## src/rtl/seq_booth_multiplier.sv

```systemverilog
// Sequential radix-2 Booth multiplier that retires one step per clock, for signed or unsigned operands.
// The operands are extended to WIDTH+1 bits, so WIDTH+1 steps are needed: one on the capture edge and WIDTH while running.
module seq_booth_multiplier #(
  parameter int WIDTH = 4
) (
  input  logic                 clk,
  input  logic                 rst,
  input  logic                 start,
  input  logic                 signed_mode,
  input  logic [WIDTH-1:0]     a,
  input  logic [WIDTH-1:0]     b,
  output logic                 busy,
  output logic                 done,
  output logic [2*WIDTH-1:0]   p
);

  typedef enum logic [1:0] {IDLE, RUN, DONE} state_t;

  // The accumulator has one guard bit beyond the operand width, so add/subtract can never overflow it.
  localparam int AW = WIDTH + 2;
  localparam int QW = WIDTH + 1;
  localparam int CW = $clog2(WIDTH + 1);
  localparam logic [CW-1:0] LAST_CNT = CW'(WIDTH - 1);

  state_t              state_q, state_d;
  logic [CW-1:0]       cnt_q, cnt_d;
  logic [AW-1:0]       acc_a_q, acc_a_d;
  logic [QW-1:0]       acc_q_q, acc_q_d;
  logic                q1_q, q1_d;
  logic [AW-1:0]       m_q, m_d;
  logic [2*WIDTH-1:0]  p_q, p_d;
  logic                busy_q, busy_d;
  logic                done_q, done_d;

  logic                capture;
  logic [AW-1:0]       ext_a;
  logic [QW-1:0]       ext_b;
  logic [AW-1:0]       src_a, src_m, sum;
  logic [QW-1:0]       src_q;
  logic                src_q1;
  logic [AW-1:0]       step_a;
  logic [QW-1:0]       step_q;
  logic                step_q1;
  logic [2*WIDTH-1:0]  prod;

  assign capture = start && ((state_q == IDLE) || (state_q == DONE));
  assign ext_a   = signed_mode ? {{2{a[WIDTH-1]}}, a} : {2'b00, a};
  assign ext_b   = signed_mode ? {b[WIDTH-1], b} : {1'b0, b};

  // The capture edge performs the first step directly on the freshly loaded operands.
  always_comb begin
    src_a  = capture ? '0    : acc_a_q;
    src_q  = capture ? ext_b : acc_q_q;
    src_q1 = capture ? 1'b0  : q1_q;
    src_m  = capture ? ext_a : m_q;
    case ({src_q[0], src_q1})
      2'b01:   sum = src_a + src_m;
      2'b10:   sum = src_a - src_m;
      default: sum = src_a;
    endcase
    step_a  = {sum[AW-1], sum[AW-1:1]};
    step_q  = {sum[0], src_q[QW-1:1]};
    step_q1 = src_q[0];
    prod    = {step_a[WIDTH-2:0], step_q};
  end

  always_comb begin
    state_d = state_q;
    cnt_d   = cnt_q;
    acc_a_d = acc_a_q;
    acc_q_d = acc_q_q;
    q1_d    = q1_q;
    m_d     = m_q;
    p_d     = p_q;
    case (state_q)
      IDLE, DONE: begin
        if (capture) begin
          state_d = RUN;
          cnt_d   = '0;
          m_d     = ext_a;
          acc_a_d = step_a;
          acc_q_d = step_q;
          q1_d    = step_q1;
        end else begin
          state_d = IDLE;
        end
      end
      RUN: begin
        acc_a_d = step_a;
        acc_q_d = step_q;
        q1_d    = step_q1;
        cnt_d   = cnt_q + 1'b1;
        if (cnt_q == LAST_CNT) begin
          state_d = DONE;
          p_d     = prod;
        end
      end
      default: state_d = IDLE;
    endcase
    busy_d = (state_d == RUN);
    done_d = (state_d == DONE);
  end

  always_ff @(posedge clk) begin
    if (rst) begin
      state_q <= IDLE;
      cnt_q   <= '0;
      acc_a_q <= '0;
      acc_q_q <= '0;
      q1_q    <= 1'b0;
      m_q     <= '0;
      p_q     <= '0;
      busy_q  <= 1'b0;
      done_q  <= 1'b0;
    end else begin
      state_q <= state_d;
      cnt_q   <= cnt_d;
      acc_a_q <= acc_a_d;
      acc_q_q <= acc_q_d;
      q1_q    <= q1_d;
      m_q     <= m_d;
      p_q     <= p_d;
      busy_q  <= busy_d;
      done_q  <= done_d;
    end
  end

  assign busy = busy_q;
  assign done = done_q;
  assign p    = p_q;

endmodule
```

## config.mk

```make
export PLATFORM = sky130hd
export DESIGN_NAME = seq_booth_multiplier
export DESIGN_NICKNAME = d
export VERILOG_FILES = /design/src/rtl/seq_booth_multiplier.sv
export SDC_FILE = /design/constraint.sdc
export NUM_CORES = 1
export LEC_CHECK = 0
export BUFFER_PORTS_ARGS = -buffer_cell sky130_fd_sc_hd__buf_2
export CAP_MARGIN = 40
export CORE_MARGIN = 2
export CORE_UTILIZATION = 45
export DETAILED_ROUTE_END_ITERATION = 8
export PLACE_DENSITY = 0.64
export SKIP_CTS_REPAIR_TIMING = 1
export SLEW_MARGIN = 20
export SYNTH_ARGS = -nofsm -noshare
export SYNTH_HDL_FRONTEND = slang
export SYNTH_SLANG_ARGS = --single-unit
```

## constraint.sdc

```tcl
create_clock -name clk -period 4 [get_ports clk]
set_input_delay 0.4 -clock clk [delete_from_list [all_inputs] [get_ports clk]]
set_output_delay 0.4 -clock clk [all_outputs]
set_load 0.01 [all_outputs]
```

Yosys cells after proc, flatten, opt, wreduce, memory -nomap -nowiden
Index checks and enable logic that the tools add are counted.
{"block": "op_classes", "addsub": 3, "eq_ne": 8, "mux": 18, "n_reduce_logical": 7}
{"operator": "$mux W6", "count": 4}
{"operator": "$pmux W6 S2", "count": 2}
{"operator": "$mux W5", "count": 3}
{"operator": "$pmux W5 S2", "count": 1}
{"operator": "$add A6 B6 Y6", "count": 1}
{"operator": "$eq A2 B1 Y1 const B", "count": 3}
{"operator": "$eq A2 B2 Y1 const B", "count": 3}
{"operator": "$pmux W3 S2", "count": 1}
{"operator": "$sub A6 B6 Y6", "count": 1}
{"operator": "$pmux W2 S2", "count": 1}
{"operator": "$reduce_and A2 Y1", "count": 2}
{"operator": "$add A3 B1 Y3 const B", "count": 1}
{"operator": "$eq A3 B2 Y1 const B", "count": 1}
{"operator": "$mux W1", "count": 3}
{"operator": "$mux W3", "count": 1}
{"operator": "$logic_not A2 Y1", "count": 1}
{"operator": "$mux W2", "count": 1}
{"operator": "$ne A2 B2 Y1 const B", "count": 1}
{"operator": "$pmux W1 S2", "count": 1}
{"operator": "$reduce_bool A2 Y1", "count": 1}
{"operator": "$reduce_or A2 Y1", "count": 1}
{"operator": "$logic_and A1 B1 Y1", "count": 1}
{"operator": "$logic_or A1 B1 Y1", "count": 1}
{"block": "totals", "reg_bits": 33, "inputBits": 12, "out_inout_bits": 10}

Depth between registers and ports, before layout
Gate-level depths: netlist of run 1.
{"block": "depth", "word_depth": 8, "mapped_depth": 14, "ltp_nobuf": 12}

Worst setup path before layout of run 1
OpenSTA, ideal clock, no wires.
{"block": "synth_timing", "path_type": "input -> register", "from": "input port start", "to": "register acc_a_q[2]", "arrival_ps": 2801, "path_slack_ps": 1066, "stages": 14, "n_path_buf": 2, "path_cell_list": "nor2b_2 -> buf_6 -> buf_2 -> nand2_1 -> nand2_1 -> ha_1 -> nor2_1 -> xor2_1 -> ha_1 -> nor2b_1 -> o21ai_0 -> or3b_2 -> a31oi_1 -> a211oi_1"}
{"block": "synth_between", "elab_chain_cells": 6}
{"element": "start, declared", "line": "8", "rtl": "input logic start,"}
{"element": "$logic_and A1 B1 Y1 (*)", "line": "46", "rtl": "assign capture = start && ((state_q == IDLE) || (state_q == DONE));"}
{"element": "$mux W6, or another cell as far along", "line": "52", "rtl": "src_a = capture ? '0 : acc_a_q;"}
{"element": "$sub A6 B6 Y6, or another cell as far along", "line": "58", "rtl": "2'b10: sum = src_a - src_m;"}
{"element": "$pmux W6 S2", "line": "56", "rtl": "case ({src_q[0], src_q1})"}
{"element": "$mux W6", "line": "77", "rtl": "if (capture) begin"}
{"element": "$pmux W6 S2", "line": "75", "rtl": "case (state_q)"}
{"element": "end signal, assigned", "line": "108", "rtl": "acc_a_q <= '0;"}
{"element": "end signal, assigned", "line": "118", "rtl": "acc_a_q <= acc_a_d;"}
{"element": "end, declared", "line": "27", "rtl": "logic [AW-1:0] acc_a_q, acc_a_d;"}
Every way passes the cells marked *; elsewhere a longest branch is shown, timed or not. The select of a mux whose other input is x is not followed.
A chain may end at the register's enable or synchronous reset.

Worst setup path in the final report of run 1
{"block": "layout_timing", "from": "register state_q[0]", "to": "register p_q[7], in the netlist p[7]"}
{"block": "layout_between", "elab_chain_cells": 6}
{"element": "start, declared", "line": "25", "rtl": "state_t state_q, state_d;"}
{"element": "start signal, assigned", "line": "116", "rtl": "state_q <= state_d;"}
{"element": "$eq A2 B2 Y1 / $logic_not A2 Y1 (equally long branches)", "line": "46"}
{"element": "$logic_or A1 B1 Y1", "line": "46"}
{"element": "$logic_and A1 B1 Y1", "line": "46"}
{"element": "$mux W6, or another cell as far along", "line": "52"}
{"element": "$sub A6 B6 Y6, or another cell as far along", "line": "58"}
{"element": "$pmux W6 S2", "line": "56"}
{"element": "end signal, assigned", "line": "122", "rtl": "p_q <= p_d;"}
{"element": "end, declared", "line": "31", "rtl": "logic [2*WIDTH-1:0] p_q, p_d;"}
Several ways; a longest one is shown, not always the timed one.

==> results.json, run 1 <==
{
  "hold_violations": 0,
  "ys.flop_type": "dfxtp_1",
  "critPathLaunchType": "flip-flop",
  "dr.pass1.iters": 5,
  "p_leak_nw": 0.7795,
  "clk_pin_slew_ns": 0.10,
  "ys_warn_count": 0,
  "setup_viol": 0,
  "period_needed_ns": 3.128,
  "area_delta_synth_final_pct": 10.88,
  "clk_latency_ns": 0.34,
  "slowest_stage": "or3b_2",
  "final_layout_size_suffix_gt1_share_pct": 17.24,
  "num-fill-cells": 324,
  "fmax_mhz": 319.7,
  "power_density_nw_per_um2": 420.4,
  "clock_skew_ns": 0.007142,
  "cts_tree": "done",
  "dieHeight_um": 63.82,
  "grt_pass1_vias": 1286,
  "grt_pass1_wl_mm": 5.685,
  "timing.setup.tns_ns": 0,
  "synth-edff-count": 0,
  "postSynthAreaPerCell_sq_um": 8.799,
  "finalCritPeriodShare_pct": 78.20,
  "crit_path_cell_trace": "nor2b_2 > buf_4 > nand2_1 > nand2_1 > ha_1 > nor2_1 > xor2_1 > ha_1 > nor2b_1 > o21ai_0 > or3b_2 > a31oi_1 > a211oi_1",
  "crit_path_max_fanout": 8,
  "ir_drop_mv": 0.2435,
  "worstHoldStart": "signed_mode",
  "synth_top_area_cell": "dfxtp_1",
  "critPathLaunch": "state_q[0]",
  "layout.nets": 224,
  "clock-root-buffer": "clkbuf_4",
  "synthTopCellsByCount": "40 x nor2_1, 32 x dfxtp_1, 13 x a211oi_1",
  "vias": 1311,
  "start_util_pct": 47.51,
  "drv_slew": 0,
  "rr_startpoint": "state_q[0]",
  "antenna_found_initial": 0,
  "crit_type": "flip-flop to flip-flop",
  "ys_types": 36,
  "cpLargestDelayFamily": "simple AND/OR/NAND/NOR gates",
  "portBuffers": 21,
  "drtAntennaViolNets": 0,
  "dieArea_sq_um": 4073,
  "fin_hold_ws_ns": 0.3297,
  "synthArstFlopShare_pct": 0,
  "core_sq_um": 3390,
  "yosys.area.top_type_share_pct": 39.78,
  "cp-end-kind": "flip-flop",
  "viasPerCell": 5.265,
  "worstMarginPinSlew_ns": 0.6087,
  "cts_buffers": 5,
  "cts_max_level": 2,
  "yosysMostFrequentCell": "nor2_1",
  "grt_remaining_overflow": 0,
  "max_stage_delay_ns": 0.46,
  "outcome": "finished, final reports clean",
  "place.detailed.hpwl_mm": 2.425,
  "grt_max_degree": 34,
  "drv_cap": 0,
  "gr-usage-all-layers_pct": 17.94,
  "drtIter0Drc": 45,
  "io_pins": 22,
  "max_slew_margin_pct": 59.42,
  "synth_nets": 205,
  "syn_inst": 183,
  "n_antenna_cell": 0,
  "ys_top_cells_by_area": "dfxtp_1 40%, nor2_1 9.3%, ha_1 7.0%",
  "die_width_um": 63.82,
  "cp_data_required_time_ns": 4.20,
  "hold_path.class": "primary input to flip-flop",
  "gp_congestion": 0.7789,
  "timing.critical_path.buf_inv": 1,
  "drc": 0,
  "synth_area_sq_um": 1610,
  "rsz0062_at_grt": "no",
  "routed_wl_mm": 3.243,
  "clock_path_buffers": 2,
  "seq_area_frac_synth_pct": 39.78,
  "clkSinkCount": 32,
  "ys_ff_latch": 32,
  "num_rows": 21,
  "arrival_ns": 3.33,
  "wl_per_cell_um": 13.02
}
-- power by group --
group | total (W) | switching, W | internal, W | leakage [nW]
Combinational | 0.000214 | 0.000116 | 0.0000975 | 0.483
Sequential | 0.000353 | 0.0000132 | 0.000340 | 0.261
Clock | 0.000184 | 0.000117 | 0.0000674 | 0.0349
Total | 0.000751 | 0.000246 | 0.000504 | 0.779
-- layout by cell type (no fill, tap or decap), drive strengths merged, types with 2 or more instances in the layout --
master / instances
ha: 9
xor2: 5
mux2i: 10
inv: 4
nand2: 11
o31ai: 2
xnor2: 2
o21ai: 4
a31oi: 3
a211oi: 13
clkinv: 3
nor2b: 4
clkbuf: 5
nor3: 2
nor2: 40
and2: 6
dfxtp: 32
buf: 22
a21oi: 11
-- registers in the layout (all words and copies together) (netlist names) --
signal   count
p            8
m_q          6
acc_a_q      5
acc_q_q      5
cnt_q        3
state_q      2
busy         1
done         1
q1_q         1
-- metal layers --
| layer | global-route usage (%) | vias to the layer above | share of wire, % |
|---|---|---|---|
| met5 | 0 | - | 0 |
| met4 | 6.522 | 0 | 1.9 |
| met3 | 5.106 | 7 | 4.0 |
| met2 | 28.39 | 24 | 46 |
| met1 | 23.20 | 608 | 48 |
| li1 | - | 672 | - |
-- kinds of logic after synthesis --
family | Yosys count | share of synthesized area, %
AND/OR/NAND/NOR | 71 | 20.36
AO/OA/AOI/OAI | 38 | 15.62
XOR/XNOR | 8 | 5.206
buffers and inverters | 14 | 4.117
adder cells (fa/ha/maj) | 10 | 8.236
flip-flops | 32 | 39.78
multiplexers | 10 | 6.683
-- worst paths after layout --
kind | to | slack, ns | depth (start not counted)
hold / removal | acc_q_q[3] | 0.33 | 3
setup reg to reg | p[7] | 0.87 | 13
setup / recovery | p[7] | 0.87 | 13
hold reg to reg | acc_a_q[1] | 0.46 | 2
-- cell type report --
cell class	instances	area, sq um	share of cell area, %
tap	46	57.56	3.224
clock buffer	5	37.54	2.102
sequential	32	640.6	35.88
inverter	4	15.01	0.8409
multi-input combinational	137	903.4	50.60
clock inverter	3	18.77	1.051
timing repair buffer	22	112.6	6.307
-- through the flow --
stage	power, W	util [%]	area, sq um	instances	worst slack [ns]
after global placement	0.0005674	51.02	1729	241	0.7769
final	0.0007507	52.68	1785	249	0.8721
after global routing	0.0007979	52.68	1785	249	0.5902
after CTS	0.0007570	52.68	1785	249	0.8514
after detailed placement	0.0005732	51.02	1729	241	0.6740
after floorplan	0.0005294	-	1610	183	1.066
-- tightest hold or removal path, cell delays in order --
cell and delay [ns]:
buf_2 0.09, a31oi_1 0.07, nor2_1 0.07
Note: power is estimated with default switching activity, not from simulation.
==> inputs of run 2 (changes only) <==
==> constraint.sdc (replaced) <==
create_clock -name clk -period 3 [get_ports clk]
set_input_delay 0.3 -clock clk [delete_from_list [all_inputs] [get_ports clk]]
set_output_delay 0.3 -clock clk [all_outputs]
set_load 0.01 [all_outputs]
==> results.json, run 2 (synthesized netlist as in run 1, its figures left out) <==
{
  "grt_remaining_overflow": 0,
  "dr.pass1.iters": 4,
  "layout_commonest_cell": "nor2_1",
  "fmax_mhz": 362.1,
  "clock_path_buffers": 2,
  "grt_pass1_wl_mm": 5.671,
  "vias": 1307,
  "gp_congestion": 0.7674,
  "final_layout_size_suffix_gt1_share_pct": 20.57,
  "finalCritPeriodShare_pct": 92.04,
  "dieArea_sq_um": 4073,
  "place.detailed.hpwl_mm": 2.514,
  "setup_viol": 0,
  "start_util_pct": 47.51,
  "cts_tree": "done",
  "largest_reg_flops": 8,
  "cp_data_required_time_ns": 3.25,
  "rsz0062_at_grt": "no",
  "drc": 0,
  "core_sq_um": 3390,
  "grt_max_degree": 34,
  "cp-end-kind": "flip-flop",
  "num_rows": 21,
  "cts_buffers": 5,
  "worstMarginPinSlew_ns": 0.6046,
  "critPathLaunchType": "flip-flop",
  "clk_latency_ns": 0.32,
  "setup_ws_ns": 0.2387,
  "n_antenna_cell": 0,
  "drv_slew": 0,
  "layout_common_cells": "40 x nor2_1, 32 x dfxtp_1, 21 x buf_2",
  "viasPerCell": 5.125,
  "dieHeight_um": 63.82,
  "layout.nets": 230,
  "gr-usage-all-layers_pct": 17.86,
  "antenna_found_initial": 0,
  "ir_drop_mv": 0.2512,
  "crit_type": "flip-flop to flip-flop",
  "p_leak_nw": 0.8154,
  "power_density_nw_per_um2": 588.2,
  "area_delta_synth_final_pct": 15.85,
  "hold_violations": 0,
  "outcome": "finished, final reports clean",
  "die_width_um": 63.82,
  "cts_max_level": 2,
  "hold_path.class": "primary input to flip-flop",
  "drtAntennaViolNets": 0,
  "timing.setup.tns_ns": 0,
  "drtIter0Drc": 45,
  "pre_cts_slack_ns": 0.1335,
  "num-fill-cells": 325,
  "io_pins": 22,
  "clkSinkCount": 32,
  "clock-root-buffer": "clkbuf_4",
  "wl_per_cell_um": 12.96,
  "crit_path_max_fanout": 6,
  "period_needed_ns": 2.761,
  "routed_wl_mm": 3.304,
  "arrival_ns": 3.01,
  "clk_pin_slew_ns": 0.10,
  "clock_skew_ns": 0.004349,
  "drv_cap": 0,
  "portBuffers": 21,
  "max_slew_margin_pct": 59.69,
  "grt_pass1_vias": 1256
}
run 2: cell count changes in the layout (fill, tap and decap cells not counted), sizes merged:
cell,delta
clkbuf,+1
buf,+6
clkinv,-2
bufinv,+1
run 2: metal layers:
layer  global-route usage [%]  up-vias  part of all wire [%]  wire [um]
li1                         -      679                     -          -
met1                    23.40      603                    49       1620
met2                    28.91       20                    47       1552
met3                    3.697        5                   3.0         98
met4                    6.522        0                   1.0         33
met5                        0        -                     0          0
run 2: report_power, final:
part	leakage (nW)	total, W	switching [W]	internal [W]
Combinational	0.512	0.000306	0.000161	0.000145
Clock	0.0422	0.000320	0.000145	0.000175
Sequential	0.261	0.000471	0.0000187	0.000453
Total	0.815	0.00110	0.000325	0.000772
run 2: cell type report:
class	count	area (sq um)	share of cell area, %
Multi-Input combinational cell	137	918.4	49.23
Sequential cell	32	640.6	34.34
Timing Repair Buffer	28	157.7	8.451
Tap cell	46	57.56	3.085
Clock buffer	6	41.29	2.213
Clock inverter	2	35.03	1.878
Inverter	4	15.01	0.8048
run 2: worst paths after layout:
check,cells after the start,endpoint,slack (ns),start
setup / recovery,12,acc_a_q[4],0.24,state_q[0]
hold / removal,3,acc_q_q[3],0.24,b[3]
setup reg to reg,12,acc_a_q[4],0.24,state_q[0]
hold reg to reg,2,acc_a_q[1],0.48,acc_a_q[1]
run 2: per-stage QoR:
step,instances,power [W],hold WS [ns],instance area (sq um),util [%]
after floorplan,183,0.0007058,0.3716,1610,-
after global placement,247,0.0007696,0.4444,1774,52.34
after detailed placement,247,0.0007790,0.4530,1774,52.34
after CTS,255,0.001100,0.2388,1851,54.60
after global routing,255,0.001171,0.2442,1866,55.04
final,255,0.001097,0.2437,1866,55.04
run 2: critical path, stage by stage, from the launching register on:
cell	delay [ns]
dfxtp_1	0.37
nor2b_2	0.30
buf_4	0.19
mux2i_2	0.20
and2_1	0.16
nor2_1	0.05
xor2_1	0.15
ha_1	0.32
o21a_1	0.15
o31ai_2	0.09
a21oi_1	0.14
xnor3_1	0.40
o22ai_1	0.15
==> inputs of run 3 (changes only) <==
--- a/config.mk
+++ b/config.mk
@@ -5,6 +5,7 @@
 export SDC_FILE = /design/constraint.sdc
 export NUM_CORES = 1
 export LEC_CHECK = 0
+export ABC_AREA = 1
 export BUFFER_PORTS_ARGS = -buffer_cell sky130_fd_sc_hd__buf_2
 export CAP_MARGIN = 40
 export CORE_MARGIN = 2
==> results.json, run 3 <==
{
  "grt_pass1_vias": 1343,
  "ys_types": 31,
  "hold_path.class": "primary input to flip-flop",
  "synth_nets": 256,
  "clk_latency_ns": 0.28,
  "drv_cap": 0,
  "arrival_ns": 2.92,
  "synth-edff-count": 0,
  "crit_type": "flip-flop to flip-flop",
  "max_slew_margin_pct": 65.61,
  "slowest_stage": "dfxtp_1",
  "final_util_pct": 53.99,
  "cts_tree": "done",
  "clk_pin_slew_ns": 0.07,
  "layout_common_cells": "45 x nand2_1, 37 x inv_1, 32 x dfxtp_1",
  "outcome": "finished, final reports clean",
  "crit_path_cell_trace": "inv_2 > nand2_8 > nand2_1 > nand2_1 > ha_1 > inv_1 > o21ai_0 > xor2_1 > inv_1 > ha_1 > nand2_1 > inv_1 > nand2_1 > nand2_1 > a31oi_2 > inv_1 > nand3_1 > nand3_1 > nand2_1 > inv_1 > nor2_1",
  "syn_inst": 234,
  "portBuffers": 21,
  "drtAntennaViolNets": 0,
  "ys_top_cells_by_area": "dfxtp_1 38%, nand2_1 10%, inv_1 8.2%",
  "synth_area_sq_um": 1697,
  "grt_pass1_wl_mm": 6.072,
  "io_pins": 22,
  "cpLargestDelayFamily": "simple AND/OR/NAND/NOR gates",
  "worstHoldStart": "b[2]",
  "cp_data_required_time_ns": 3.22,
  "dieHeight_um": 65.40,
  "grtUsageMet3_pct": 5.137,
  "drv_slew": 0,
  "die_width_um": 65.40,
  "timing.critical_path.buf_inv": 6,
  "max_stage_delay_ns": 0.34,
  "gr-usage-all-layers_pct": 18.70,
  "antenna_found_initial": 0,
  "postSynthAreaPerCell_sq_um": 7.251,
  "clkSinkCount": 32,
  "largest_reg_flops": 8,
  "clock_path_buffers": 2,
  "whs_endpoint": "acc_q_q[1]",
  "worstMarginPinSlew_ns": 0.5126,
  "dr.pass1.iters": 4,
  "hold_violations": 0,
  "num_rows": 22,
  "n_antenna_cell": 0,
  "yosys.area.top_type_share_pct": 37.76,
  "drtIter0Drc": 104,
  "ir_drop_mv": 0.3290,
  "synthTopCellsByCount": "45 x nand2_1, 37 x inv_1, 32 x dfxtp_1",
  "power_density_nw_per_um2": 599.0,
  "rr_endpoint": "acc_a_q[4]",
  "gr-usage-met1_pct": 25.16,
  "dieArea_sq_um": 4277,
  "grt_remaining_overflow": 0,
  "critPathLaunchType": "flip-flop",
  "vias": 1500,
  "met2_usage_pct": 28.57,
  "rr_startpoint": "state_q[0]",
  "fmax_mhz": 371.0,
  "ys.flop_type": "dfxtp_1",
  "cts_buffers": 5,
  "reg2reg_slack_ns": 0.30,
  "layout_commonest_cell": "nand2_1",
  "path_common_cell": "nand2_1",
  "viasPerCell": 4.902,
  "cts_max_level": 2,
  "synthArstFlopShare_pct": 0,
  "layout.nets": 279,
  "clock_skew_ns": 0.002135,
  "clock-root-buffer": "clkbuf_8",
  "crit_path_max_fanout": 18,
  "cp-end-kind": "flip-flop",
  "gp_congestion": 0.8381,
  "ys_ff_latch": 32,
  "setup_viol": 0,
  "ys_warn_count": 0,
  "yosysMostFrequentCell": "nand2_1",
  "whs_path_depth": 3,
  "wl_per_cell_um": 11.78,
  "finalCritPeriodShare_pct": 89.86,
  "drc": 0,
  "area_delta_synth_final_pct": 15.63,
  "seq_area_frac_synth_pct": 37.76,
  "busiest_layer": "met2",
  "synth_top_area_cell": "dfxtp_1",
  "start_util_pct": 46.69,
  "timing.setup.tns_ns": 0,
  "final_layout_size_suffix_gt1_share_pct": 17.83,
  "core_sq_um": 3633,
  "period_needed_ns": 2.696,
  "p_leak_nw": 1.026,
  "grt_max_degree": 20,
  "place.detailed.hpwl_mm": 2.585,
  "num-fill-cells": 371,
  "r2r_cells": 21,
  "routed_wl_mm": 3.604
}
[run 3: changes by cell type after synthesis, moves of 5 or more]
cell / before / now
and2_1: 6 / 0
nand2_2: 0 / 7
nand2_1: 11 / 45
a21oi_1: 11 / 16
a211oi_1: 13 / 2
mux2i_1: 8 / 2
o21ai_0: 4 / 17
nand3_1: 1 / 14
nor2_1: 40 / 17
inv_1: 4 / 37
[run 3: tightest hold or removal path, delay by kind of cell]
family | cells | cell delay, ns
buffers and inverters | 1 | 0.08
muxes | 1 | 0.07
AOI/OAI and AO/OA | 1 | 0.12
[run 3: final cells by class]
cell class / count / area (sq um) / area share, %
clock buffer: 6 / 72.57 / 3.699
clock inverter: 2 / 35.03 / 1.786
timing repair buffer: 21 / 105.1 / 5.357
sequential: 32 / 640.6 / 32.65
tap: 48 / 60.06 / 3.061
multi-input combinational: 155 / 890.9 / 45.41
inverter: 42 / 157.7 / 8.036
[run 3: how the worst max path moves through the flow]
stage	start	to	cells past startpoint
after floorplan	state_q[0]	acc_a_q[4]	22
after global placement	start	acc_a_q[4]	21
after detailed placement	start	acc_a_q[4]	22
after CTS	state_q[0]	acc_a_q[4]	21
after global routing	state_q[0]	acc_a_q[4]	21
final	state_q[0]	acc_a_q[4]	21
[run 3: kinds of logic (layout without fill, tap and decap cells)]
logic type | Yosys count | after routing | synth area share (%)
xor gates and xnor gates | 3 | 3 | 1.549
and+or+nand+nor | 89 | 89 | 23.53
DFF | 32 | 32 | 37.76
adders and majority gates | 10 | 10 | 7.817
muxes | 2 | 2 | 1.180
buffers and inverters | 47 | 71 | 10.62
AOI/OAI and AO/OA | 51 | 51 | 17.55
[run 3: routing by layer]
metal  part of all wire [%]  vias up
met5                      0        -
met4                    1.4        0
met3                    4.7        5
met2                     42       30
met1                     52      663
li1                       -      802
[run 3: stage by stage]
| stage | instances | hold WS, ns | setup slack (ns) | instance area, sq um | total power [W] |
|---|---|---|---|---|---|
| finish | 306 | 0.3188 | 0.3042 | 1962 | 0.001175 |
| CTS | 306 | 0.3120 | 0.2507 | 1947 | 0.001176 |
| detailed placement | 298 | 0.4543 | 0.2418 | 1839 | 0.0007677 |
| global route | 306 | 0.3292 | -0.01740 | 1962 | 0.001257 |
| floorplan | 234 | 0.3691 | 0.4233 | 1697 | 0.0007044 |
| global placement | 298 | 0.4528 | 0.3256 | 1839 | 0.0007663 |
[run 3: where the power goes]
part           leakage (nW)  internal, W  total [W]  switching, W
Sequential            0.262     0.000454   0.000465     0.0000120
Clock                0.0552     0.000246   0.000410      0.000163
Combinational         0.709     0.000107   0.000300      0.000193
